### src/rtl/timer_pkg.sv
// ---------------------------------------------------------------------------
// timer_pkg
// Shared definitions for the timer counter/compare stage.
//   timer_state_e        : FSM state encoding (IDLE / RUN / DONE)
//   TIMER_WIDTH_DEFAULT  : default counter/reload/compare width
// ---------------------------------------------------------------------------
package timer_pkg;

   localparam int unsigned TIMER_WIDTH_DEFAULT = 16;

   typedef enum logic [1:0] {
      IDLE = 2'd0,
      RUN  = 2'd1,
      DONE = 2'd2
   } timer_state_e;

endpackage : timer_pkg

### src/rtl/timer_cmp_pwm.sv
// ---------------------------------------------------------------------------
// timer_cmp_pwm
// Up-counter with auto-reload, compare event and PWM output, advanced by a
// one-cycle prescaler tick used as a clock enable in the clk_i domain.
//
// Ports:
//   clk_i      system clock
//   rst_ni     asynchronous active-low reset
//   tick_i     prescaled tick, advances the counter when high (with en_i)
//   en_i       global enable; low freezes counter/state, ticks dropped
//   start_i    pulse: (re)start counting from 0, load shadows
//   stop_i     pulse: abort to IDLE
//   oneshot_i  1 = go to DONE after the first overflow, 0 = periodic
//   reload_i   period minus one (top value)
//   compare_i  PWM duty / compare threshold
//   count_o    current counter value
//   pwm_o      high while count_o < active compare
//   ovf_o      one-cycle pulse on wrap top -> 0
//   cmp_o      one-cycle pulse when the counter becomes equal to compare
//   running_o  high in RUN
//   state_o    current FSM state (debug visibility)
//
// Handshake: there is no valid/ready pairing here; tick_i, start_i and
// stop_i are single-cycle qualifiers sampled on every rising clk_i edge,
// with priority stop_i > start_i > (tick_i & en_i).
// ---------------------------------------------------------------------------
module timer_cmp_pwm
   import timer_pkg::*;
#(
   parameter int unsigned WIDTH = TIMER_WIDTH_DEFAULT
) (
   input  logic             clk_i,
   input  logic             rst_ni,
   input  logic             tick_i,
   input  logic             en_i,
   input  logic             start_i,
   input  logic             stop_i,
   input  logic             oneshot_i,
   input  logic [WIDTH-1:0] reload_i,
   input  logic [WIDTH-1:0] compare_i,
   output logic [WIDTH-1:0] count_o,
   output logic             pwm_o,
   output logic             ovf_o,
   output logic             cmp_o,
   output logic             running_o,
   output timer_state_e     state_o
);

   timer_state_e     state_q, state_d;
   logic [WIDTH-1:0] count_q, count_d;
   logic [WIDTH-1:0] reload_sh_q, reload_sh_d;
   logic [WIDTH-1:0] cmp_sh_q, cmp_sh_d;
   logic             pwm_q, pwm_d;
   logic             ovf_q, ovf_d;
   logic             cmp_q, cmp_d;

   logic             adv;
   logic             at_top;
   logic [WIDTH-1:0] count_inc;

   // A qualified tick only counts while running; ticks with en_i low are lost.
   assign adv       = tick_i & en_i & (state_q == RUN);
   assign at_top    = (count_q == reload_sh_q);
   assign count_inc = count_q + 1'b1;

   // -----------------------------------------------------------------------
   // State / datapath register
   // -----------------------------------------------------------------------
   always_ff @(posedge clk_i or negedge rst_ni) begin
      if (!rst_ni) begin
         state_q     <= IDLE;
         count_q     <= '0;
         reload_sh_q <= '0;
         cmp_sh_q    <= '0;
         pwm_q       <= 1'b0;
         ovf_q       <= 1'b0;
         cmp_q       <= 1'b0;
      end else begin
         state_q     <= state_d;
         count_q     <= count_d;
         reload_sh_q <= reload_sh_d;
         cmp_sh_q    <= cmp_sh_d;
         pwm_q       <= pwm_d;
         ovf_q       <= ovf_d;
         cmp_q       <= cmp_d;
      end
   end

   // -----------------------------------------------------------------------
   // Next-state logic
   // -----------------------------------------------------------------------
   always_comb begin
      state_d = state_q;
      if (stop_i) begin
         state_d = IDLE;
      end else if (start_i && en_i) begin
         state_d = RUN;
      end else if (start_i) begin
         // start is honoured regardless of en_i
         state_d = RUN;
      end else if (adv && at_top && oneshot_i) begin
         state_d = DONE;
      end
   end

   // -----------------------------------------------------------------------
   // Next datapath and registered-output values
   // -----------------------------------------------------------------------
   always_comb begin
      count_d     = count_q;
      reload_sh_d = reload_sh_q;
      cmp_sh_d    = cmp_sh_q;
      pwm_d       = pwm_q;
      ovf_d       = 1'b0;
      cmp_d       = 1'b0;

      if (stop_i) begin
         count_d = '0;
         pwm_d   = 1'b0;
      end else if (start_i) begin
         // Restart: no event pulses, shadows take the live inputs.
         count_d     = '0;
         reload_sh_d = reload_i;
         cmp_sh_d    = compare_i;
         pwm_d       = (compare_i != '0);
      end else if (adv) begin
         if (at_top) begin
            // Wrap: the compare and PWM decisions for the new count use the
            // freshly loaded compare value, so the new period starts clean.
            count_d     = '0;
            ovf_d       = 1'b1;
            reload_sh_d = reload_i;
            cmp_sh_d    = compare_i;
            cmp_d       = (compare_i == '0);
            pwm_d       = oneshot_i ? 1'b0 : (compare_i != '0);
         end else begin
            count_d = count_inc;
            cmp_d   = (count_inc == cmp_sh_q);
            pwm_d   = (count_inc < cmp_sh_q);
         end
      end else if (state_q != RUN) begin
         count_d = '0;
         pwm_d   = 1'b0;
      end
   end

   // -----------------------------------------------------------------------
   // Outputs (all driven from registers)
   // -----------------------------------------------------------------------
   always_comb begin
      count_o   = count_q;
      pwm_o     = pwm_q;
      ovf_o     = ovf_q;
      cmp_o     = cmp_q;
      running_o = (state_q == RUN);
      state_o   = state_q;
   end

endmodule : timer_cmp_pwm

### config.mk
export PLATFORM = sky130hd
export DESIGN_NAME = timer_cmp_pwm
export DESIGN_NICKNAME = d
export VERILOG_FILES = /design/src/rtl/timer_pkg.sv /design/src/rtl/timer_cmp_pwm.sv
export SDC_FILE = /design/constraint.sdc
export NUM_CORES = 1
export LEC_CHECK = 0
export ABC_AREA = 1
export CAP_MARGIN = 20
export CORE_MARGIN = 3
export CORE_UTILIZATION = 25
export CTS_CLUSTER_DIAMETER = 30
export DETAILED_ROUTE_END_ITERATION = 10
export GPL_TIMING_DRIVEN = 0
export PLACE_DENSITY = 0.43
export SYNTH_ARGS = -nofsm -noshare
export SYNTH_HDL_FRONTEND = slang
export SYNTH_SLANG_ARGS = --single-unit
export TNS_END_PERCENT = 30
### constraint.sdc
create_clock -name clk_i -period 4.85 [get_ports clk_i]
set_input_delay 1.2125 -clock clk_i [delete_from_list [all_inputs] [get_ports clk_i]]
set_output_delay 1.2125 -clock clk_i [all_outputs]
set_load 0.05 [all_outputs]
==> results of run 1 <==
area by class of cell:
| type | instances | share of cell area [%] |
|---|---|---|
| multi-input combinational | 275 | 35.4 |
| tap | 172 | 4.99 |
| buffer | 7 | 1.65 |
| clock buffer | 7 | 3.31 |
| timing repair buffer | 61 | 14.3 |
| clock inverter | 1 | 0.696 |
| inverter | 103 | 8.96 |
| sequential | 53 | 30.7 |
placed cells by master (no fill, tap or decap), drive strengths merged, types with 6 or more instances in the layout:
cell and n:
a21oi 12, buf 8, clkbuf 8, clkdlybuf4s50 59, dfrtp 53, ha 17, inv 103, nand2 119
nand3 10, nand4 7, nor2 36, nor3 6, o21ai 42, o22ai 11, xor2 12
power breakdown:
group          internal, uW  switching [uW]  total, uW
registers               490            34.7        525
logic                   108             132        240
clock network           258             163        422
total                   857             330       1190
worst min-delay path by stage:
stage,startpoint,end,slack (ns),depth (start not counted)
3_5_place_dp,cmp_sh_q[13],cmp_sh_q[13],0.47,2
5_1_grt,cmp_sh_q[4],cmp_sh_q[4],0.51,2
4_1_cts,cmp_sh_q[13],cmp_sh_q[13],0.49,2
2_1_floorplan,cmp_sh_q[10],cmp_sh_q[10],0.45,2
6_report,cmp_sh_q[13],cmp_sh_q[13],0.49,2
3_3_place_gp,cmp_sh_q[13],cmp_sh_q[13],0.47,2
critical path, cell delays in order, from the launching register on:
cell	delay (ns)
sky130_fd_sc_hd__dfrtp_1	0.40
sky130_fd_sc_hd__nor2_1	0.20
sky130_fd_sc_hd__clkdlybuf4s50_1	0.85
cell families (layout without fill, tap and decap cells):
group | after synthesis | count (layout) | synth area share, %
buffers and inverters | 110 | 179 | 13.8
AOI/OAI and AO/OA | 68 | 68 | 14.5
and+or+nand+nor | 178 | 178 | 22.0
adders and majority gates | 17 | 17 | 6.42
DFF | 53 | 53 | 40.1
xor gates and xnor gates | 12 | 12 | 3.17
flip-flops by register name, indices dropped and copies added (netlist names):
| register | count |
|---|---|
| pwm_o | 1 |
| state_o | 2 |
| cmp_o | 1 |
| reload_sh_q | 16 |
| cmp_sh_q | 16 |
| count_o | 16 |
| ovf_o | 1 |
routing by layer:
metal	global-route usage (%)	vias to the layer above	part of all wire, %
met5	0	-	0
met4	2.34	0	0.88
met3	2.80	5	3.5
met2	20.0	49	46
met1	16.8	1292	49
li1	-	1489	-
metrics by stage:
step                      setup WS, ns  area [um^2]
after global routing              1.67         4310
after floorplan                   2.18         3310
after CTS                         1.88         4310
after global placement           0.709         4130
final                             1.90         4310
after detailed placement          1.88         4140
==> impl_results.html, run 1 <==
<table>
<tr><th>Metric</th><th>Value</th></tr>
<tr><th colspan="2">Global route</th></tr>
<tr><td>Global-route wire length before repair</td><td>14.2 mm</td></tr>
<tr><td>Largest net degree at the start of global routing</td><td>35</td></tr>
<tr><td>GRT Util Overall</td><td>12.3%</td></tr>
<tr><td>Number of global-route vias before repair</td><td>2853</td></tr>
<tr><td>Overflow after GRT</td><td>0</td></tr>
<tr><td>Antenna violations before repair</td><td>0</td></tr>
<tr><th colspan="2">Clocking</th></tr>
<tr><td>Post_cts resized</td><td>0</td></tr>
<tr><td>Clk slew on worst S/H paths</td><td>0.07 ns</td></tr>
<tr><td>Clock latency on the worst-skew pair</td><td>just under 0.3 ns</td></tr>
<tr><td>CTS sink cnt</td><td>53</td></tr>
<tr><td>Number of buffers created by CTS</td><td>5</td></tr>
<tr><td>Clk buf depth</td><td>2</td></tr>
<tr><td>CTS Root Cell</td><td>sky130_fd_sc_hd__clkbuf_16</td></tr>
<tr><td>TritonCTS clock tree</td><td>built</td></tr>
<tr><td>Post-CTS Hold Fix Bufs</td><td>0</td></tr>
<tr><td>Number of buffers added for setup after CTS</td><td>0</td></tr>
<tr><td>Level count of the clock H-tree</td><td>2</td></tr>
<tr><th colspan="2">Power</th></tr>
<tr><td>Maximum vdd ir drop</td><td>0.137 mV</td></tr>
<tr><td>PnR Total Power</td><td>1190 uW</td></tr>
<tr><td>P_leak</td><td>0.00221 uW</td></tr>
<tr><td>Pwr Density</td><td>approximately 280 nW/um^2</td></tr>
<tr><th colspan="2">Yosys</th></tr>
<tr><td>Biggest area consumer among synthesized cells</td><td>sky130_fd_sc_hd__dfrtp_1</td></tr>
<tr><td>Post-synthesis sequential area ratio</td><td>40.1%</td></tr>
<tr><td>Top-count cell post-synth</td><td>sky130_fd_sc_hd__nand2_1</td></tr>
<tr><td>Synthesized flop and latch total</td><td>53</td></tr>
<tr><td>Post-synth top cells</td><td>117 x sky130_fd_sc_hd__nand2_1, 95 x sky130_fd_sc_hd__inv_1, 53 x sky130_fd_sc_hd__dfrtp_1</td></tr>
<tr><td>Average footprint of a synthesized cell</td><td>7.56 um^2</td></tr>
<tr><td>Fraction of synthesized cell area taken by the top area cell type</td><td>40.1%</td></tr>
<tr><td>Mapped Cells</td><td>approximately 440</td></tr>
<tr><td>Number of warnings reported in the yosys synthesis log</td><td>0</td></tr>
<tr><td>Net count after synthesis</td><td>approximately 490</td></tr>
<tr><td>Yosys cell types</td><td>22</td></tr>
<tr><td>Ranking of synthesized cells by area</td><td>sky130_fd_sc_hd__dfrtp_1 40%, sky130_fd_sc_hd__nand2_1 13%, sky130_fd_sc_hd__inv_1 11%</td></tr>
<tr><td>Number of synthesized flops with an enable pin</td><td>0</td></tr>
<tr><td>Top flip-flop cell by instance count after synthesis</td><td>sky130_fd_sc_hd__dfrtp_1</td></tr>
<tr><td>Synth async-reset ratio</td><td>100%</td></tr>
<tr><td>Summed instance area of the synthesized netlist</td><td>between 3000 and 4000 um^2</td></tr>
<tr><th colspan="2">Critical path</th></tr>
<tr><td>Minimum setup slack among reg-to-reg paths</td><td>roughly 2.0 ns</td></tr>
<tr><td>Crit end category</td><td>output port</td></tr>
<tr><td>Crit Path Max Fanout</td><td>3</td></tr>
<tr><td>Register-to-Register Path Depth</td><td>16</td></tr>
<tr><td>Source of the worst register-to-register timing path</td><td>count_o[0]</td></tr>
<tr><td>Startpoint type of the worst setup path</td><td>flop</td></tr>
<tr><td>Worst flop-to-flop path endpoint</td><td>pwm_o</td></tr>
<tr><td>Endpoint of the worst setup timing path</td><td>running_o</td></tr>
<tr><td>Required time worst endpoint</td><td>roughly 3.6 ns</td></tr>
<tr><td>Setup CP Type</td><td>flop to output port</td></tr>
<tr><td>WP data arrival</td><td>between 1.5 and 2 ns</td></tr>
<tr><td>Critical path startpoint</td><td>state_o[1]</td></tr>
<tr><th colspan="2">Floorplan</th></tr>
<tr><td>Die height</td><td>121 um</td></tr>
<tr><td>IO Pins</td><td>61</td></tr>
<tr><td>Standard-cell row count</td><td>41</td></tr>
<tr><td>Die Span X</td><td>121 um</td></tr>
<tr><td>Die outline area</td><td>14700 um^2</td></tr>
<tr><td>Core region area</td><td>12800 um^2</td></tr>
<tr><td>Effective utilization at floorplan</td><td>about 26%</td></tr>
<tr><th colspan="2">Routing</th></tr>
<tr><td>Post-Route WL</td><td>8.52 mm</td></tr>
<tr><td>Number of DRC markers after the initial detailed-route iteration</td><td>129</td></tr>
<tr><td>Routed WL per cell</td><td>12.5 um</td></tr>
<tr><td>First-pass detailed-route iteration total</td><td>4</td></tr>
<tr><td>Count of vias placed by the detailed router</td><td>2835</td></tr>
<tr><td>Vias per std cell</td><td>4.18</td></tr>
<tr><td>Residual DRC count</td><td>0</td></tr>
<tr><td>Number of nets with antenna violations after routing</td><td>0</td></tr>
<tr><th colspan="2">Timing</th></tr>
<tr><td>Skew final</td><td>roughly 0.0050 ns</td></tr>
<tr><td>Max Clock Freq</td><td>about 0.34 GHz</td></tr>
<tr><td>RSZ-0062 raised after global routing</td><td>false</td></tr>
<tr><td>Worst hold-check slack</td><td>around 0.5 ns</td></tr>
<tr><td>Hold Vio Cnt, Final</td><td>0</td></tr>
<tr><td>Slew Viols, Final</td><td>0</td></tr>
<tr><td>Worst Max-Slew Pin Slew</td><td>~0.52 ns</td></tr>
<tr><td>Post-route setup TNS</td><td>0 ns</td></tr>
<tr><td>Crit path time final</td><td>2.95 ns</td></tr>
<tr><td>Post-route clock period utilization</td><td>around 60%</td></tr>
<tr><td>Setup violation total in the final timing report</td><td>0</td></tr>
<tr><td>Headroom to the max-slew limit</td><td>~65%</td></tr>
<tr><th colspan="2">Placed design</th></tr>
<tr><td>Post-Place Cells</td><td>671</td></tr>
<tr><td>Placed wire-length estimate after detailed placement</td><td>6.92 mm</td></tr>
<tr><td>Routability congestion estimate</td><td>around 0.78</td></tr>
<tr><td>Count of port buffers added during placement</td><td>60</td></tr>
<tr><th colspan="2">Cells and area</th></tr>
<tr><td>Number of antenna cells inserted</td><td>0</td></tr>
<tr><td>Multi-input combinational cell area</td><td>between 1500 and 2000 um^2</td></tr>
<tr><td>Number of non-filler instances in the completed layout</td><td>679</td></tr>
<tr><td>Layout cell share with drive strength beyond 1</td><td>11.8%</td></tr>
<tr><td>Layout Area Growth over Synthesis</td><td>30.3%</td></tr>
<tr><td>Filler cells</td><td>1392</td></tr>
<tr><td>Sequential cell area</td><td>roughly 1300 um^2</td></tr>
<tr><td>Post-Route Utilization</td><td>33.8%</td></tr>
<tr><td>Count of nets after finishing</td><td>562</td></tr>
<tr><th colspan="2">Status</th></tr>
<tr><td>Run status</td><td>completed</td></tr>
<tr><th colspan="2">Min path</th></tr>
<tr><td>Hold crit path type</td><td>flop to flop</td></tr>
<tr><th colspan="2">Flow run</th></tr>
<tr><td>Number of maximum-capacitance violations</td><td>0</td></tr>
</table>
Power figures use the tool's default switching activity.
==> run 2, diff against run 1 <==
==> constraint.sdc (replaced) <==
create_clock -name clk_i -period 2.9 [get_ports clk_i]
set_input_delay 0.725 -clock clk_i [delete_from_list [all_inputs] [get_ports clk_i]]
set_output_delay 0.725 -clock clk_i [all_outputs]
set_load 0.05 [all_outputs]
==> impl_results.html, run 2 (synthesized netlist as in run 1, its figures left out) <==
<table>
<tr><th>Metric</th><th>Value</th></tr>
<tr><th colspan="2">Cells and area</th></tr>
<tr><td>Highest-count cells in the layout ignoring fill and taps</td><td>117 x sky130_fd_sc_hd__nand2_1, 95 x sky130_fd_sc_hd__inv_1, 59 x sky130_fd_sc_hd__clkdlybuf4s50_1 (unchanged)</td></tr>
<tr><td>Post-Route Utilization</td><td>33.8% (about the same)</td></tr>
<tr><td>Layout cell share with drive strength beyond 1</td><td>12.2% (was 11.8%)</td></tr>
<tr><td>Number of antenna cells inserted</td><td>0 (unchanged)</td></tr>
<tr><td>Most common cell after layout, fill and taps aside</td><td>sky130_fd_sc_hd__nand2_1 (unchanged)</td></tr>
<tr><td>Layout Area Growth over Synthesis</td><td>30.4% (was 30.3%)</td></tr>
<tr><td>Count of nets after finishing</td><td>562 (unchanged)</td></tr>
<tr><th colspan="2">Min path</th></tr>
<tr><td>Hold crit path type</td><td>input pin to async pin (was flop to flop)</td></tr>
<tr><th colspan="2">Clocking</th></tr>
<tr><td>Clk slew on worst S/H paths</td><td>0.07 ns (about the same)</td></tr>
<tr><td>Clock latency on the worst-skew pair</td><td>0.29 ns (about the same)</td></tr>
<tr><td>Level count of the clock H-tree</td><td>2 (unchanged)</td></tr>
<tr><td>TritonCTS clock tree</td><td>built (unchanged)</td></tr>
<tr><td>Clk buf depth</td><td>2 (unchanged)</td></tr>
<tr><td>Post-CTS Hold Fix Bufs</td><td>0 (unchanged)</td></tr>
<tr><td>Number of buffers created by CTS</td><td>5 (unchanged)</td></tr>
<tr><td>CTS sink cnt</td><td>53 (unchanged)</td></tr>
<tr><td>CTS Root Cell</td><td>sky130_fd_sc_hd__clkbuf_16 (unchanged)</td></tr>
<tr><th colspan="2">Critical path</th></tr>
<tr><td>Startpoint type of the worst setup path</td><td>flop (unchanged)</td></tr>
<tr><td>Cell-by-cell listing of the critical path</td><td>inv_1 -&gt; nor3_1 -&gt; nand4_1 -&gt; nor2_1 -&gt; xor2_1 -&gt; ha_1 -&gt; a21oi_1 -&gt; o21ai_0 -&gt; a21oi_1 -&gt; nand3_1 -&gt; nor2_1 -&gt; nor2_1 -&gt; nor2_1 (was nor2_1 -&gt; clkdlybuf4s50_1)</td></tr>
<tr><td>Crit Path Max Fanout</td><td>5 (was 3)</td></tr>
<tr><td>Minimum setup slack among reg-to-reg paths</td><td>0.22 ns (was 1.98 ns)</td></tr>
<tr><td>Required time worst endpoint</td><td>3.12 ns (was 3.64 ns)</td></tr>
<tr><td>Slowest Stage Delay on Critical Path</td><td>0.42 ns (was 0.85 ns)</td></tr>
<tr><td>Crit end category</td><td>flop (was output port)</td></tr>
<tr><td>Source of the worst register-to-register timing path</td><td>count_o[5] (was count_o[0])</td></tr>
<tr><td>Crit-path slowest cell</td><td>sky130_fd_sc_hd__dfrtp_1 (was sky130_fd_sc_hd__clkdlybuf4s50_1)</td></tr>
<tr><td>WP data arrival</td><td>2.91 ns (was 1.74 ns)</td></tr>
<tr><td>Setup CP Type</td><td>flop to flop (was flop to output port)</td></tr>
<tr><td>Family of cells with the greatest summed delay on the critical path</td><td>simple AND/OR/NAND/NOR gates (was buffers and inverters)</td></tr>
<tr><td>Worst Path Buf+Inv</td><td>1 (unchanged)</td></tr>
<tr><td>Worst flop-to-flop path endpoint</td><td>pwm_o (unchanged)</td></tr>
<tr><td>Library cell appearing most often on the critical path</td><td>sky130_fd_sc_hd__nor2_1</td></tr>
<tr><td>Register-to-Register Path Depth</td><td>13 (was 16)</td></tr>
<tr><th colspan="2">Floorplan</th></tr>
<tr><td>Die Span X</td><td>121 um (unchanged)</td></tr>
<tr><td>Die height</td><td>121 um (unchanged)</td></tr>
<tr><td>Core region area</td><td>12800 um^2 (unchanged)</td></tr>
<tr><td>Die outline area</td><td>14700 um^2 (unchanged)</td></tr>
<tr><td>Effective utilization at floorplan</td><td>25.9% (unchanged)</td></tr>
<tr><td>IO Pins</td><td>61 (unchanged)</td></tr>
<tr><td>Standard-cell row count</td><td>41 (unchanged)</td></tr>
<tr><th colspan="2">Timing</th></tr>
<tr><td>Skew final</td><td>0.00569 ns (was 0.00495 ns)</td></tr>
<tr><td>Worst Max-Slew Pin Slew</td><td>0.521 ns (about the same)</td></tr>
<tr><td>Headroom to the max-slew limit</td><td>65.1% (about the same)</td></tr>
<tr><td>Post-route clock period utilization</td><td>92.5%</td></tr>
<tr><td>Setup violation total in the final timing report</td><td>0 (unchanged)</td></tr>
<tr><td>Post-route setup TNS</td><td>0 ns (unchanged)</td></tr>
<tr><td>Crit path time final</td><td>2.68 ns</td></tr>
<tr><td>RSZ-0062 raised after global routing</td><td>false (unchanged)</td></tr>
<tr><td>Slew Viols, Final</td><td>0 (unchanged)</td></tr>
<tr><td>Max Clock Freq</td><td>0.373 GHz</td></tr>
<tr><td>Hold Vio Cnt, Final</td><td>0 (unchanged)</td></tr>
<tr><th colspan="2">Routing</th></tr>
<tr><td>Count of vias placed by the detailed router</td><td>2837 (was 2835)</td></tr>
<tr><td>First-pass detailed-route iteration total</td><td>4 (unchanged)</td></tr>
<tr><td>Number of DRC markers after the initial detailed-route iteration</td><td>122 (was 129)</td></tr>
<tr><td>Vias per std cell</td><td>4.18 (about the same)</td></tr>
<tr><td>Residual DRC count</td><td>0 (unchanged)</td></tr>
<tr><td>Post-Route WL</td><td>8.51 mm (was 8.52 mm)</td></tr>
<tr><td>Number of nets with antenna violations after routing</td><td>0 (unchanged)</td></tr>
<tr><td>Routed WL per cell</td><td>12.5 um (about the same)</td></tr>
<tr><th colspan="2">Global route</th></tr>
<tr><td>Largest net degree at the start of global routing</td><td>35 (unchanged)</td></tr>
<tr><td>Antenna violations before repair</td><td>0 (unchanged)</td></tr>
<tr><td>GRT Util Overall</td><td>12.3% (unchanged)</td></tr>
<tr><td>Global-route wire length before repair</td><td>14.2 mm (unchanged)</td></tr>
<tr><td>Number of global-route vias before repair</td><td>2853 (unchanged)</td></tr>
<tr><td>Overflow after GRT</td><td>0 (unchanged)</td></tr>
<tr><th colspan="2">Placed design</th></tr>
<tr><td>Routability congestion estimate</td><td>0.784 (unchanged)</td></tr>
<tr><td>Placed wire-length estimate after detailed placement</td><td>6.92 mm (unchanged)</td></tr>
<tr><td>Count of port buffers added during placement</td><td>60 (unchanged)</td></tr>
<tr><th colspan="2">Flow run</th></tr>
<tr><td>Number of maximum-capacitance violations</td><td>0 (unchanged)</td></tr>
<tr><th colspan="2">Power</th></tr>
<tr><td>P_leak</td><td>0.00221 uW (about the same)</td></tr>
<tr><td>Pwr Density</td><td>459 nW/um^2 (was 275 nW/um^2)</td></tr>
<tr><td>Maximum vdd ir drop</td><td>0.229 mV (was 0.137 mV)</td></tr>
<tr><th colspan="2">Status</th></tr>
<tr><td>Run status</td><td>completed (unchanged)</td></tr>
</table>
run 2: cell counts in the layout (fill, tap and decap cells not counted):
Identical to the previous run, type by type.
run 2: layout make-up:
| cell class | count | area, um^2 |
|---|---|---|
| Multi-Input combinational cell | 275 | 1530 |
| Fill cell | 1391 | 8460 |
| Tap cell | 172 | 215 |
| Clock buffer | 7 | 143 |
| Clock inverter | 1 | 30.0 |
| Timing Repair Buffer | 61 | 616 |
| Sequential cell | 53 | 1330 |
| Buffer | 7 | 71.3 |
| Inverter | 103 | 387 |
run 2: report_power, final:
part / switching (uW) / internal, uW
registers: 57.8 / 820
logic: 221 / 180
clock network: 272 / 432
run 2: how the worst max path moves through the flow:
stage	start	end	slack [ns]	cells past startpoint
3_5_place_dp	count_o[0]	pwm_o	-0.008	16
2_1_floorplan	count_o[0]	pwm_o	0.23	16
3_3_place_gp	rst_ni	reload_sh_q[5]	-0.75	1
4_1_cts	count_o[0]	pwm_o	0.08	16
5_1_grt	count_o[5]	pwm_o	0.009	13
6_report	count_o[5]	pwm_o	0.22	13
run 2: worst reg2reg max path: cells and delay by family, from the launching register on:
kind / cells / cell delay [ns]
and+or+nand+nor: 7 / 1.15
AOI/OAI and AO/OA: 3 / 0.42
DFF: 1 / 0.42
xor gates and xnor gates: 1 / 0.22
buffers and inverters: 1 / 0.12
adders and majority gates: 1 / 0.28
run 2: metal layers:
metal / global-route usage, % / vias to the layer above / share of wire [%]
met5: 0 / - / 0
met4: 2.34 / 0 / 0.88
met3: 2.80 / 5 / 3.4
met2: 20.0 / 47 / 46
met1: 16.8 / 1294 / 49
li1: - / 1491 / -
run 2: through the flow:
stage	hold slack [ns]	total power, uW	std cells	instance area [um^2]	worst slack (ns)
4_1_cts	0.400	2020	679	4320	0.0845
3_5_place_dp	0.473	1300	671	4140	-0.00769
6_report	0.390	1980	679	4320	0.218
2_1_floorplan	0.429	1150	438	3310	0.231
3_3_place_gp	0.474	1290	670	4130	-0.753
5_1_grt	0.423	2110	679	4320	0.00873
run 2: what timing repair did:
action / in CTS / in global routing
buffers inserted: 0 / 0
gates resized for setup: 1 / 2
setup endpoints to repair: 1 / 2
==> run 3, diff against run 2 <==
--- a/config.mk
+++ b/config.mk
@@ -12,7 +12,7 @@
 export CTS_CLUSTER_DIAMETER = 30
 export DETAILED_ROUTE_END_ITERATION = 10
 export GPL_TIMING_DRIVEN = 0
-export PLACE_DENSITY = 0.43
+export PLACE_DENSITY = 0.45
 export SYNTH_ARGS = -nofsm -noshare
 export SYNTH_HDL_FRONTEND = slang
 export SYNTH_SLANG_ARGS = --single-unit
==> constraint.sdc (replaced) <==
create_clock -name clk_i -period 2.2 [get_ports clk_i]
set_input_delay 0.55 -clock clk_i [delete_from_list [all_inputs] [get_ports clk_i]]
set_output_delay 0.55 -clock clk_i [all_outputs]
set_load 0.05 [all_outputs]
==> impl_results.html, run 3 (synthesized netlist as in run 1, its figures left out) <==
<table>
<tr><th>Metric</th><th>Value</th></tr>
<tr><th colspan="2">Critical path</th></tr>
<tr><td>Crit Path Max Fanout</td><td>4 (was 5)</td></tr>
<tr><td>Crit-path slowest cell</td><td>sky130_fd_sc_hd__dfrtp_2 (was sky130_fd_sc_hd__dfrtp_1)</td></tr>
<tr><td>Library cell appearing most often on the critical path</td><td>sky130_fd_sc_hd__nor2_1 (unchanged)</td></tr>
<tr><td>Required time worst endpoint</td><td>2.43 ns (was 3.12 ns)</td></tr>
<tr><td>WP data arrival</td><td>2.60 ns (was 2.91 ns)</td></tr>
<tr><td>Setup CP Type</td><td>flop to flop (unchanged)</td></tr>
<tr><td>Slowest Stage Delay on Critical Path</td><td>0.40 ns (was 0.42 ns)</td></tr>
<tr><td>Cell-by-cell listing of the critical path</td><td>ha_4 -&gt; nand2_4 -&gt; nor2_4 -&gt; nand3_1 -&gt; nor2_1 -&gt; nand2_1 -&gt; o21ai_2 -&gt; inv_1 -&gt; ha_1 -&gt; nand2_1 -&gt; o21ai_0 -&gt; a21oi_1 -&gt; nand3_1 -&gt; nor2_1 -&gt; nor2_1 -&gt; nor2_1 (was inv_1 -&gt; nor3_1 -&gt; nand4_1 -&gt; nor2_1 -&gt; xor2_1 -&gt; ha_1 -&gt; a21oi_1 -&gt; o21ai_0 -&gt; a21oi_1 -&gt; nand3_1 -&gt; nor2_1 -&gt; nor2_1 -&gt; nor2_1)</td></tr>
<tr><td>Crit end category</td><td>flop (unchanged)</td></tr>
<tr><td>Startpoint type of the worst setup path</td><td>flop (unchanged)</td></tr>
<tr><th colspan="2">Floorplan</th></tr>
<tr><td>Die outline area</td><td>14700 um^2 (unchanged)</td></tr>
<tr><td>Standard-cell row count</td><td>41 (unchanged)</td></tr>
<tr><td>Effective utilization at floorplan</td><td>25.9% (unchanged)</td></tr>
<tr><td>Die height</td><td>121 um (unchanged)</td></tr>
<tr><td>Die Span X</td><td>121 um (unchanged)</td></tr>
<tr><td>IO Pins</td><td>61 (unchanged)</td></tr>
<tr><td>Core region area</td><td>12800 um^2 (unchanged)</td></tr>
<tr><th colspan="2">Placed design</th></tr>
<tr><td>Count of port buffers added during placement</td><td>60 (unchanged)</td></tr>
<tr><td>Pre-CTS setup slack</td><td>-0.432 ns (was -0.00769 ns)</td></tr>
<tr><td>Placed wire-length estimate after detailed placement</td><td>6.93 mm (was 6.92 mm)</td></tr>
<tr><td>Routability congestion estimate</td><td>0.812 (was 0.784)</td></tr>
<tr><th colspan="2">Timing</th></tr>
<tr><td>Smallest setup slack after layout</td><td>-0.169 ns (was 0.218 ns)</td></tr>
<tr><td>Max Clock Freq</td><td>0.422 GHz (was 0.373 GHz)</td></tr>
<tr><td>Hold Vio Cnt, Final</td><td>0 (unchanged)</td></tr>
<tr><td>Skew final</td><td>0.00891 ns (was 0.00569 ns)</td></tr>
<tr><td>Crit path time final</td><td>2.37 ns (was 2.68 ns)</td></tr>
<tr><td>Headroom to the max-slew limit</td><td>55.0% (was 65.1%)</td></tr>
<tr><td>RSZ-0062 raised after global routing</td><td>true (was false)</td></tr>
<tr><td>Slew Viols, Final</td><td>0 (unchanged)</td></tr>
<tr><td>Setup violation total in the final timing report</td><td>2 (was 0)</td></tr>
<tr><td>Post-route setup TNS</td><td>-0.276 ns (was 0 ns)</td></tr>
<tr><td>Post-route clock period utilization</td><td>108% (was 92.5%)</td></tr>
<tr><td>Worst Max-Slew Pin Slew</td><td>0.675 ns (was 0.521 ns)</td></tr>
<tr><th colspan="2">Routing</th></tr>
<tr><td>Number of nets with antenna violations after routing</td><td>0 (unchanged)</td></tr>
<tr><td>First-pass detailed-route iteration total</td><td>5 (was 4)</td></tr>
<tr><td>Vias per std cell</td><td>4.29 (was 4.18)</td></tr>
<tr><td>Number of DRC markers after the initial detailed-route iteration</td><td>128 (was 122)</td></tr>
<tr><td>Residual DRC count</td><td>0 (unchanged)</td></tr>
<tr><td>Post-Route WL</td><td>9.33 mm (was 8.51 mm)</td></tr>
<tr><td>Routed WL per cell</td><td>13.3 um (was 12.5 um)</td></tr>
<tr><td>Count of vias placed by the detailed router</td><td>3010 (was 2837)</td></tr>
<tr><th colspan="2">Cells and area</th></tr>
<tr><td>Most common cell after layout, fill and taps aside</td><td>sky130_fd_sc_hd__nand2_1 (unchanged)</td></tr>
<tr><td>Sequential cell area</td><td>1340 um^2 (was 1330 um^2)</td></tr>
<tr><td>Multi-input combinational cell area</td><td>1680 um^2 (was 1530 um^2)</td></tr>
<tr><td>Highest-count cells in the layout ignoring fill and taps</td><td>112 x sky130_fd_sc_hd__nand2_1, 93 x sky130_fd_sc_hd__inv_1, 53 x sky130_fd_sc_hd__clkdlybuf4s50_1 (was 117 x sky130_fd_sc_hd__nand2_1, 95 x sky130_fd_sc_hd__inv_1, 59 x sky130_fd_sc_hd__clkdlybuf4s50_1)</td></tr>
<tr><td>Post-Route Utilization</td><td>36.4% (was 33.8%)</td></tr>
<tr><td>Number of antenna cells inserted</td><td>0 (unchanged)</td></tr>
<tr><td>Filler cells</td><td>1369 (was 1391)</td></tr>
<tr><td>Count of nets after finishing</td><td>585 (was 562)</td></tr>
<tr><td>Layout Area Growth over Synthesis</td><td>40.5% (was 30.4%)</td></tr>
<tr><td>Layout cell share with drive strength beyond 1</td><td>21.7% (was 12.2%)</td></tr>
<tr><th colspan="2">Clocking</th></tr>
<tr><td>Clk buf depth</td><td>2 (unchanged)</td></tr>
<tr><td>TritonCTS clock tree</td><td>built (unchanged)</td></tr>
<tr><td>Clk slew on worst S/H paths</td><td>0.08 ns (was 0.07 ns)</td></tr>
<tr><td>Level count of the clock H-tree</td><td>2 (unchanged)</td></tr>
<tr><td>Number of buffers created by CTS</td><td>5 (unchanged)</td></tr>
<tr><td>CTS Root Cell</td><td>sky130_fd_sc_hd__clkbuf_16 (unchanged)</td></tr>
<tr><td>CTS sink cnt</td><td>53 (unchanged)</td></tr>
<tr><td>Clock latency on the worst-skew pair</td><td>0.29 ns (about the same)</td></tr>
<tr><th colspan="2">Global route</th></tr>
<tr><td>Antenna violations before repair</td><td>0 (unchanged)</td></tr>
<tr><td>GRT Util Overall</td><td>12.9% (was 12.3%)</td></tr>
<tr><td>Largest net degree at the start of global routing</td><td>28 (was 35)</td></tr>
<tr><td>Number of global-route vias before repair</td><td>3069 (was 2853)</td></tr>
<tr><td>Global-route wire length before repair</td><td>15.1 mm (was 14.2 mm)</td></tr>
<tr><td>Overflow after GRT</td><td>0 (unchanged)</td></tr>
<tr><th colspan="2">Status</th></tr>
<tr><td>Run status</td><td>finished, violations left (was completed)</td></tr>
<tr><td>Violated checks</td><td>setup timing</td></tr>
<tr><th colspan="2">Flow run</th></tr>
<tr><td>Number of maximum-capacitance violations</td><td>0 (unchanged)</td></tr>
<tr><th colspan="2">Min path</th></tr>
<tr><td>Hold crit path type</td><td>input pin to async pin (unchanged)</td></tr>
<tr><th colspan="2">Power</th></tr>
<tr><td>P_leak</td><td>0.00244 uW (was 0.00221 uW)</td></tr>
<tr><td>Maximum vdd ir drop</td><td>0.255 mV (was 0.229 mV)</td></tr>
<tr><td>Pwr Density</td><td>570 nW/um^2 (was 459 nW/um^2)</td></tr>
</table>
run 3: cell types whose count changed in the layout (fill, tap and decap cells not counted), moves of 3 or more:
cell	delta
sky130_fd_sc_hd__buf_4	+22
sky130_fd_sc_hd__dfrtp_1	-8
sky130_fd_sc_hd__dfrtp_2	+8
sky130_fd_sc_hd__clkdlybuf4s50_1	-6
sky130_fd_sc_hd__nand2_1	-5
sky130_fd_sc_hd__nor2_1	-4
sky130_fd_sc_hd__dlygate4sd2_1	+3
sky130_fd_sc_hd__dlymetal6s2s_1	+3
sky130_fd_sc_hd__nand2_2	+3
sky130_fd_sc_hd__nor2_4	+3
run 3: worst paths after layout:
check / from / end / slack (ns) / cells past startpoint
setup / recovery: count_o[0] / pwm_o / -0.17 / 16
hold / removal: rst_ni / count_o[6] / 0.28 / 1
setup reg to reg: count_o[0] / pwm_o / -0.17 / 16
hold reg to reg: cmp_sh_q[7] / cmp_sh_q[7] / 0.48 / 2
max in group asynchronous: rst_ni / count_o[1] / 1.31 / 2
min in group clk_i: cmp_sh_q[7] / cmp_sh_q[7] / 0.48 / 2
run 3: repair_timing:
| item | in CTS | in global routing |
|---|---|---|
| hold buffers | 0 | 0 |
| setup endpoints to repair | 3 | 35 |
| pin swaps | 14 | 14 |
| gates cloned | 0 | 1 |
| buffers inserted | 17 | 5 |
| gates resized for setup | 21 | 14 |
run 3: routing by layer:
metal  routed length [um]  track usage [%]
met2                 4340             21.1
met5                    0                0
met1                 4590             17.9
met3                  314             1.91
met4                   82             2.97
run 3: through the flow:
stage | total power, uW | hold slack [ns] | std cells | area [um^2]
floorplan | 1520 | 0.254 | 438 | 3350
global placement | 1700 | 0.475 | 670 | 4160
detailed placement | 1720 | 0.472 | 671 | 4180
CTS | 2670 | 0.317 | 696 | 4540
global route | 2820 | 0.339 | 702 | 4650
finish | 2650 | 0.277 | 702 | 4650
run 3: worst max-delay path, delay by kind of cell (launching register included):
family / cells / cell delay (ns)
AOI/OAI and AO/OA: 3 / 0.44
adders and majority gates: 2 / 0.42
buffers and inverters: 1 / 0.07
DFF: 1 / 0.40
and+or+nand+nor: 10 / 0.98
run 3: power breakdown:
group | switching (uW) | leakage, uW | internal [uW] | total, uW
combinational | 309 | 0.00168 | 242 | 551
clock | 372 | 0.0000841 | 570 | 942
sequential | 79.1 | 0.000674 | 1080 | 1160
run 3: area by class of cell:
class | count | area share, %
plain buffers | 7 | 1.53
clock buffers | 7 | 3.07
clock inverters | 1 | 0.646
inverters | 103 | 8.42
multi-input cells | 276 | 36.1
flip-flops and latches | 53 | 28.8
well taps | 172 | 4.63
repair buffers | 83 | 16.9
